**src/rtl/ring_sequencer.sv**
```systemverilog
// ring_sequencer: one-hot N-channel rotate/bounce sequencer with per-step dwell; all outputs registered, no backpressure.
// Optional RING_SEQ_LOAD_EN adds load/load_idx for a direct index jump.
module ring_sequencer #(
  parameter int N       = 4,
  parameter int DWELL_W = 4,
  parameter int IDX_W   = $clog2(N)
) (
  input  logic               clk,
  input  logic               reset,
  input  logic               en,
  input  logic               dir,
  input  logic               mode,
  input  logic [DWELL_W-1:0] dwell,
`ifdef RING_SEQ_LOAD_EN
  input  logic               load,
  input  logic [IDX_W-1:0]   load_idx,
`endif
  output logic [N-1:0]       signal,
  output logic [IDX_W-1:0]   index,
  output logic               cur_dir,
  output logic               step_pulse,
  output logic               wrap
);

  localparam logic [IDX_W-1:0] LAST    = IDX_W'(N - 1);
  localparam logic [IDX_W-1:0] ONE     = IDX_W'(1);
  localparam logic [N-1:0]     SIG_RST = {1'b1, {(N-1){1'b0}}};

  logic [IDX_W-1:0]   r_index;
  logic [N-1:0]       r_signal;
  logic [DWELL_W-1:0] r_cnt;
  logic               r_cur_dir;
  logic               r_step;
  logic               r_wrap;

  logic [IDX_W-1:0]   w_nxt_idx;
  logic               w_nxt_dir;
  logic               w_nxt_wrap;
  logic               w_step;

  assign w_step = en && (r_cnt >= dwell);

  // Rotate steps follow the live dir input; bounce follows the stored direction.
  always_comb begin
    w_nxt_idx  = r_index;
    w_nxt_dir  = r_cur_dir;
    w_nxt_wrap = 1'b0;
    if (!mode) begin
      w_nxt_dir = dir;
      if (!dir) begin
        if (r_index == LAST) begin
          w_nxt_idx  = '0;
          w_nxt_wrap = 1'b1;
        end else begin
          w_nxt_idx = r_index + ONE;
        end
      end else begin
        if (r_index == '0) begin
          w_nxt_idx  = LAST;
          w_nxt_wrap = 1'b1;
        end else begin
          w_nxt_idx = r_index - ONE;
        end
      end
    end else begin
      if (!r_cur_dir) begin
        if (r_index == LAST) begin
          // Entered bounce at the top end while pointing outward: reverse now.
          w_nxt_idx  = LAST - ONE;
          w_nxt_dir  = 1'b1;
          w_nxt_wrap = 1'b1;
        end else begin
          w_nxt_idx = r_index + ONE;
          if (r_index == LAST - ONE) begin
            w_nxt_dir  = 1'b1;
            w_nxt_wrap = 1'b1;
          end
        end
      end else begin
        if (r_index == '0) begin
          w_nxt_idx  = ONE;
          w_nxt_dir  = 1'b0;
          w_nxt_wrap = 1'b1;
        end else begin
          w_nxt_idx = r_index - ONE;
          if (r_index == ONE) begin
            w_nxt_dir  = 1'b0;
            w_nxt_wrap = 1'b1;
          end
        end
      end
    end
  end

`ifdef RING_SEQ_LOAD_EN
  logic [IDX_W-1:0] w_load_idx;
  assign w_load_idx = (int'(load_idx) >= N) ? '0 : load_idx;
`endif

  always_ff @(posedge clk) begin
    if (reset) begin
      r_index   <= '0;
      r_signal  <= SIG_RST;
      r_cnt     <= '0;
      r_cur_dir <= 1'b0;
      r_step    <= 1'b0;
      r_wrap    <= 1'b0;
    end else begin
      r_step <= 1'b0;
      r_wrap <= 1'b0;
      // In rotate mode the reported direction tracks dir even while frozen.
      if (!mode) r_cur_dir <= dir;
`ifdef RING_SEQ_LOAD_EN
      if (load) begin
        r_index  <= w_load_idx;
        r_signal <= SIG_RST >> w_load_idx;
        r_cnt    <= '0;
        r_step   <= 1'b1;
      end else
`endif
      if (w_step) begin
        r_index  <= w_nxt_idx;
        r_signal <= SIG_RST >> w_nxt_idx;
        r_cnt    <= '0;
        r_step   <= 1'b1;
        r_wrap   <= w_nxt_wrap;
        if (mode) r_cur_dir <= w_nxt_dir;
      end else if (en) begin
        r_cnt <= r_cnt + DWELL_W'(1);
      end
    end
  end

  assign signal     = r_signal;
  assign index      = r_index;
  assign cur_dir    = r_cur_dir;
  assign step_pulse = r_step;
  assign wrap       = r_wrap;

endmodule

```
**config.mk**
```make
export PLATFORM = sky130hd
export DESIGN_NAME = ring_sequencer
export DESIGN_NICKNAME = d
export VERILOG_FILES = /design/src/rtl/ring_sequencer.sv
export SDC_FILE = /design/constraint.sdc
export NUM_CORES = 1
export LEC_CHECK = 0
export CAP_MARGIN = 20
export CORE_ASPECT_RATIO = 0.75
export CORE_UTILIZATION = 35
export DETAILED_ROUTE_END_ITERATION = 10
export GPL_TIMING_DRIVEN = 0
export SLEW_MARGIN = 15
export SYNTH_ARGS = -nofsm -noshare
export SYNTH_HDL_FRONTEND = slang
export SYNTH_SLANG_ARGS = --single-unit
```
**constraint.sdc**
```tcl
create_clock -name clk -period 1.7 [get_ports clk]
set_input_delay 0.34 -clock clk [delete_from_list [all_inputs] [get_ports clk]]
set_output_delay 0.34 -clock clk [all_outputs]
set_load 0.03 [all_outputs]
```
# --- After elaboration in Yosys (flattened, before gate mapping) ---
# Cells that the tools add are included.
# Widths: inputs -> output; s select.
op_classes:
  addsub: 3
  magnitude_cmp: 1
  n_eq_ne: 3
  shift: 1
  muxes: 23
  bitwise: 1
  reduce_logical: 4
ops:
  columns: ["operator", "count"]
  rows:
  - ["$mux 1", 16]
  - ["$mux 2", 7]
  - ["$add 4x1->4 const B", 1]
  - ["$eq 2x2->1 const B", 2]
  - ["$ge 4x4->1", 1]
  - ["$reduce_or 2->1", 2]
  - ["$shr 4x2->4 const A", 1]
  - ["$add 2x1->2 const B", 1]
  - ["$eq 2x1->1 const B", 1]
  - ["$logic_not 2->1", 1]
  - ["$sub 2x1->2 const B", 1]
  - ["$logic_and 1x1->1", 1]
  - ["$not 1->1", 1]
totals:
  reg_bits: 13
  input_bits: 9

# --- Logic depth before layout (Yosys ltp) ---
# Gate-level depths: netlist of run 1.
depth:
  ltp_word: 6
  mapped_depth: 7
  depth_no_buf: 7

# --- Least setup slack after synthesis of run 1 ---
# Ideal clock, no wire load.
synth_path:
  path_type: "register to register"
  from: "register r_index[0] (netlist: index[0])"
  to: "register r_signal[1] (netlist: signal[1])"
  setup_time_ps: 117
  t_arrival_ps: 1717
  required_ps: 1583
  path_slack_ps: -135
  path_stages_with_launch: 7
  path_cell_list: "dfxtp_1 > inv_1 > ha_1 > xor2_1 > o21ai_0 > nor2_1 > a32o_1"
synth_via:
  elab_chain_len: 5
  word_cells_on_any_way: 12
synth_lines:
  columns: ["item", "line_no", "rtl"]
  rows:
  - ["start, declared", "29", "logic [IDX_W-1:0] r_index;"]
  - ["start signal, assigned", "122", "r_index <= w_nxt_idx;"]
  - ["$add 2x1->2, or another cell as far along", "55, 73", null]
  - ["$mux 2, on equally long branches", null, null]
  - ["$mux 2, on equally long branches", "50, 66", null]
  - ["$mux 2 *", "48", "if (!mode) begin"]
  - ["$shr 4x2->4 *", "123", "r_signal <= SIG_RST >> w_nxt_idx;"]
  - ["end signal, assigned", "123", null]
  - ["end, declared", "30", "logic [N-1:0] r_signal;"]
# Every way passes the cells marked *; elsewhere a longest branch is shown, timed or not.
# A chain may end at the register's enable or synchronous reset.

# --- Worst setup path after layout of run 1 ---
layout_path:
  from: "register r_cnt[0]"
  to: "register r_signal[3] (netlist: signal[3])"
layout_via:
  elab_chain_len: 2
layout_lines:
  columns: ["item", "line_no", "rtl"]
  rows:
  - ["start, declared", "31", "logic [DWELL_W-1:0] r_cnt;"]
  - ["start signal, assigned", "129", "r_cnt <= r_cnt + DWELL_W'(1);"]
  - ["$ge 4x4->1", "41", "assign w_step = en && (r_cnt >= dwell);"]
  - ["$logic_and 1x1->1", "41", null]
# No other way between the ends.

==> flow_summary.json, run 1 <==
{
  "vias_per_cell": 4.95,
  "slew_violations": 0,
  "synth_area_per_cell_um2": 9.07,
  "finalCriticalPeriod_ns": 1.69,
  "power_density_nw_per_um2": 647,
  "numCtsBuffers": 3,
  "syn_inst": 83,
  "setup.worst_path.end_class": "register",
  "cts.sinks": 13,
  "synth_area_um2": 753,
  "hold-path-endpoint": "cur_dir",
  "insertion_delay_ns": 0.28,
  "fmax_mhz": 591,
  "die_h_um": 42.2,
  "cp-start-kind": "register",
  "register_area_um2": 268,
  "skew_ns": 0.00254,
  "fp-row-count": 14,
  "mostFrequentLayoutCells": "clkdlybuf4s50_1 (10), dfxtp_1 (9), ha_1 (7), nand2_1 (6)",
  "nNetsFinal": 127,
  "min_period_over_period_pct": 99.5,
  "critPathKind": "register to register",
  "antenna_found_initial": 0,
  "ys.flop_type": "dfxtp_1",
  "maxCapViolations": 0,
  "async_reset_ff_share_pct": 0,
  "critPathArrivalTime_ns": 1.86,
  "max_slew.worst_pin.slew_ns": 0.468,
  "multi_input_area_um2": 523,
  "drt_iter0_markers": 13,
  "yosysUniqueCellTypes": 30,
  "num_io_pins": 18,
  "drive_gt1_share_pct": 25.2,
  "reg2reg_to": "signal[3]",
  "synth_top_area_cell": "dfxtp_1",
  "grt_pass1_wl_um": 2520,
  "whs_ns": 0.405,
  "wl_per_cell_um": 12.1,
  "hold_depth": 3,
  "wirelength_um": 1580,
  "r2r_setup_slack_ns": 0.008,
  "clockRootBuffer": "clkbuf_4",
  "grt_overflow": 0,
  "tritoncts": "built",
  "worstPathRequired_ns": 1.87,
  "r2r_cells": 7,
  "synth_nets": 102,
  "slew-limit-headroom_pct": 68.8,
  "start_util_pct": 37.4,
  "vdd_ir_drop_max_mv": 0.485,
  "hp-start": "mode",
  "ant_nets": 0,
  "r2r-start": "r_cnt[0]",
  "crit_fanout": 4,
  "port-buffer-count": 16,
  "finalHoldViolCount": 0,
  "hold_class": "input port to register",
  "clkTransAtPathRegs_ns": 0.08,
  "dieArea_um2": 2340,
  "synth_top_area_share_pct": 34.6,
  "htree_num_levels": 1,
  "utilization_pct": 54.2,
  "routabilityCongestion": 0.784,
  "status": "finished clean",
  "dieWidth_um": 55.6,
  "n_antenna_cell": 0,
  "vias": 648,
  "hpwl_um": 1100,
  "synth_warnings": 0,
  "firstDrtPassIters": 4,
  "fillers": 183,
  "cts_buffer_depth": 2,
  "rsz0062_at_grt": "true",
  "area_growth_pct": 45.0,
  "finalSetupViolations": 0,
  "total_leakage_power_nw": 0.485,
  "grt_pass1_vias": 568,
  "route.detailed.drc": 0,
  "final.setup.tns_ns": 0,
  "track_usage_pct": 14.3,
  "grt_max_degree": 11,
  "layout_commonest_cell": "clkdlybuf4s50_1",
  "synth_edf_count": 0,
  "core_area_um2": 2010,
  "synthTopCellsByArea": "dfxtp_1 (35%), ha_1 (17%), inv_1 (4.0%), xor2_1 (3.5%), a21oi_1 (3.3%)",
  "synth-seq-cells": 13,
  "yosysSeqAreaShare_pct": 34.6
}
-- critical path, stage by stage (launching register included) --
cell,delay (ns)
dfxtp_4,0.38
inv_4,0.04
ha_4,0.23
nor2_4,0.12
a21oi_4,0.07
o31ai_4,0.33
nor2_2,0.10
a221o_1,0.32
-- where the power goes --
part	internal [W]	leakage [nW]	total, W	switching [W]
registers	0.000318	0.108	0.000332	0.0000147
logic	0.0000911	0.363	0.000182	0.0000909
clock network	0.0000910	0.0150	0.000192	0.000101
-- cell usage after synthesis (2+ instances only) --
cell	number
a21oi_1	5
a31oi_1	2
dfxtp_1	13
ha_1	10
inv_1	8
mux2i_1	2
nand2_1	6
nand2b_1	2
nand3_1	2
nand4_1	2
nor2_1	5
nor3_1	5
o21ai_0	2
xor2_1	3
-- through the flow --
step                instance area [um^2]  setup WS (ns)  total power [W]  cells
CTS                                 1010        -0.0303         0.000674    130
finish                              1090        0.00828         0.000707    131
detailed placement                   951         -0.617         0.000474    123
global placement                     951         -0.605         0.000471    123
global route                        1090        -0.0740         0.000743    131
floorplan                            761        0.00318         0.000424     83
-- cell families (layout without fill, tap and decap cells) --
| group | count (synthesis) | count (layout) | share of synthesized area (%) |
|---|---|---|---|
| compound gates | 18 | 18 | 17.9 |
| xor+xnor | 4 | 4 | 4.65 |
| fa+ha+maj | 10 | 10 | 16.6 |
| buf+inv | 10 | 34 | 5.48 |
| simple gates | 25 | 25 | 16.1 |
| mux | 3 | 3 | 4.65 |
| flops | 13 | 13 | 34.6 |
-- layer usage --
layer  global-route usage [%]  part of all wire (%)
met5                        0                     0
met1                     19.1                    47
met4                     4.50                     0
met3                     6.79                   8.0
met2                     20.2                    45
-- area by class of cell --
class                   instances  share of cell area [%]
clock buffers                   4                    2.41
repair buffers                 20                    18.4
inverters                       8                    2.98
plain buffers                   2                    1.03
well taps                      24                    2.75
multi-input cells              60                    47.9
flip-flops and latches         13                    24.5
-- timing repair --
item                                    in CTS  in global routing
hold buffers                                 0                  0
pin swaps                                    6                  7
resized for setup                            4                 18
endpoints found under the setup margin      10                 11
buffers inserted                             3                  1
-- worst max path at each step --
| stage | from | end | slack [ns] |
|---|---|---|---|
| CTS | dwell[0] | signal[3] | -0.03 |
| global route | r_cnt[1] | signal[3] | -0.07 |
| finish | r_cnt[0] | signal[3] | 0.008 |
| floorplan | dwell[1] | signal[3] | 0.003 |
| detailed placement | dwell[1] | signal[3] | -0.62 |
| global placement | dwell[1] | signal[3] | -0.61 |
-- sequential cells by signal, indices dropped and copies added (netlist names) --
name        count
signal          4
step_pulse      1
cur_dir         1
r_cnt           4
wrap            1
index           2
Note: power is estimated with default switching activity, not from simulation.
==> inputs of run 2 (changes only) <==
==> constraint.sdc (replaced) <==
create_clock -name clk -period 1.7 [get_ports clk]
set_input_delay 0.425 -clock clk [delete_from_list [all_inputs] [get_ports clk]]
set_output_delay 0.425 -clock clk [all_outputs]
set_load 0.03 [all_outputs]
==> flow_summary.json, run 2 (synthesis results as in run 1) <==
{
  "setup.worst_path.end_class": "register",
  "hpwl_um": 1140,
  "slowest_delay_ns": 0.37,
  "grt_pass1_wl_um": 2600,
  "final.setup.tns_ns": 0,
  "n_antenna_cell": 0,
  "fp-row-count": 14,
  "grt_max_degree": 11,
  "worstPathRequired_ns": 1.87,
  "cts.sinks": 13,
  "finalSetupViolations": 0,
  "htree_num_levels": 1,
  "endpoint": "signal[3]",
  "wirelength_um": 1500,
  "cp-start-kind": "input port",
  "tritoncts": "built",
  "ant_nets": 0,
  "r2r_setup_slack_ns": 0.05,
  "dp_slack_ns": -0.649,
  "critPathArrivalTime_ns": 1.84,
  "routabilityCongestion": 0.790,
  "clockRootBuffer": "clkbuf_4",
  "num_io_pins": 18,
  "port-buffer-count": 16,
  "startpoint": "dwell[0]",
  "core_area_um2": 2010,
  "setup_slack_ns": 0.0298,
  "power_density_nw_per_um2": 640,
  "area_growth_pct": 41.4,
  "antenna_found_initial": 0,
  "track_usage_pct": 14.8,
  "clkTransAtPathRegs_ns": 0.07,
  "critical_path.top_delay_family": "compound AO/OA/AOI/OAI gates",
  "fmax_mhz": 599,
  "grt_pass1_vias": 577,
  "skew_ns": 0.00312,
  "finalCriticalPeriod_ns": 1.67,
  "hold_class": "register to register",
  "r2r-start": "r_cnt[0]",
  "route.detailed.drc": 0,
  "die_h_um": 42.2,
  "wl_per_cell_um": 11.4,
  "vias_per_cell": 4.95,
  "crit_fanout": 5,
  "reg2reg_to": "signal[3]",
  "vdd_ir_drop_max_mv": 0.376,
  "slew_violations": 0,
  "maxCapViolations": 0,
  "dieArea_um2": 2340,
  "cts_buffer_depth": 2,
  "layout_commonest_cell": "dlygate4sd2_1",
  "numCtsBuffers": 3,
  "vias": 653,
  "firstDrtPassIters": 4,
  "cp.depth": 7,
  "path_buf_inv": 1,
  "dieWidth_um": 55.6,
  "insertion_delay_ns": 0.28,
  "status": "finished clean",
  "slowest_stage": "o31ai_4",
  "r2r_cells": 7,
  "start_util_pct": 37.4,
  "grt_overflow": 0,
  "total_leakage_power_nw": 0.515,
  "path_cells": "dlygate4sd2_1 > ha_4 > nor2_4 > a21oi_2 > o31ai_4 > nor2_2 > a221o_1",
  "rsz0062_at_grt": "true",
  "slew-limit-headroom_pct": 70.2,
  "nNetsFinal": 128,
  "mostFrequentLayoutCells": "dlygate4sd2_1 (10), dfxtp_1 (9), ha_1 (8), inv_1 (6), nand2_1 (6)",
  "max_slew.worst_pin.slew_ns": 0.447,
  "min_period_over_period_pct": 98.2,
  "finalHoldViolCount": 0,
  "drt_iter0_markers": 10,
  "critPathKind": "input port to register",
  "drive_gt1_share_pct": 25.0
}
run 2: what timing repair did:
item,4_1_cts,5_1_grt
hold buffers,0,0
pin swaps,9,3
gates resized for setup,14,10
buffers inserted,5,0
setup endpoints to repair,19,10
run 2: area by class of cell:
cell class / instances / area [um^2]
Timing Repair Buffer: 21 / 199
Multi-Input combinational cell: 60 / 500
Sequential cell: 13 / 268
Buffer: 2 / 11.3
Clock buffer: 4 / 26.3
Fill cell: 188 / 950
Tap cell: 24 / 30.0
Inverter: 8 / 30.0
run 2: stage by stage:
step	utilization, %	area [um^2]	hold slack, ns	std cells	total power (W)
final	52.9	1060	0.450	132	0.000682
after CTS	51.7	1040	0.458	132	0.000678
after floorplan	-	788	0.504	83	0.000433
after detailed placement	48.6	978	0.447	123	0.000485
after global placement	48.6	978	0.440	123	0.000483
after global routing	52.9	1060	0.466	132	0.000729
run 2: metal layers:
| metal | wire, um | share of wire, % | track usage, % | vias to the layer above |
|---|---|---|---|---|
| met4 | 23 | 1.5 | 6.00 | 0 |
| met1 | 760 | 51 | 19.0 | 295 |
| met3 | 76 | 5.1 | 6.79 | 5 |
| met5 | 0 | 0 | 0 | - |
| li1 | - | - | - | 343 |
| met2 | 644 | 43 | 21.4 | 10 |
run 2: report_power, final:
part / switching, W / total [W] / internal (W)
Combinational: 0.0000810 / 0.000157 / 0.0000765
Clock: 0.000102 / 0.000193 / 0.0000912
Sequential: 0.0000134 / 0.000331 / 0.000318
run 2: how the worst min path moves through the flow:
stage | end | startpoint | depth (start not counted) | slack, ns
2_1_floorplan | wrap | reset | 1 | 0.50
3_3_place_gp | signal[0] | signal[0] | 2 | 0.44
3_5_place_dp | signal[0] | signal[0] | 2 | 0.45
4_1_cts | signal[0] | signal[0] | 2 | 0.46
5_1_grt | signal[0] | signal[0] | 2 | 0.47
6_report | signal[0] | signal[0] | 2 | 0.45
run 2: tightest hold or removal path: cells and delay by family (launching register included):
family | cells | cell delay (ns)
flip-flops | 1 | 0.31
AND/OR/NAND/NOR | 1 | 0.05
AO/OA/AOI/OAI | 1 | 0.05
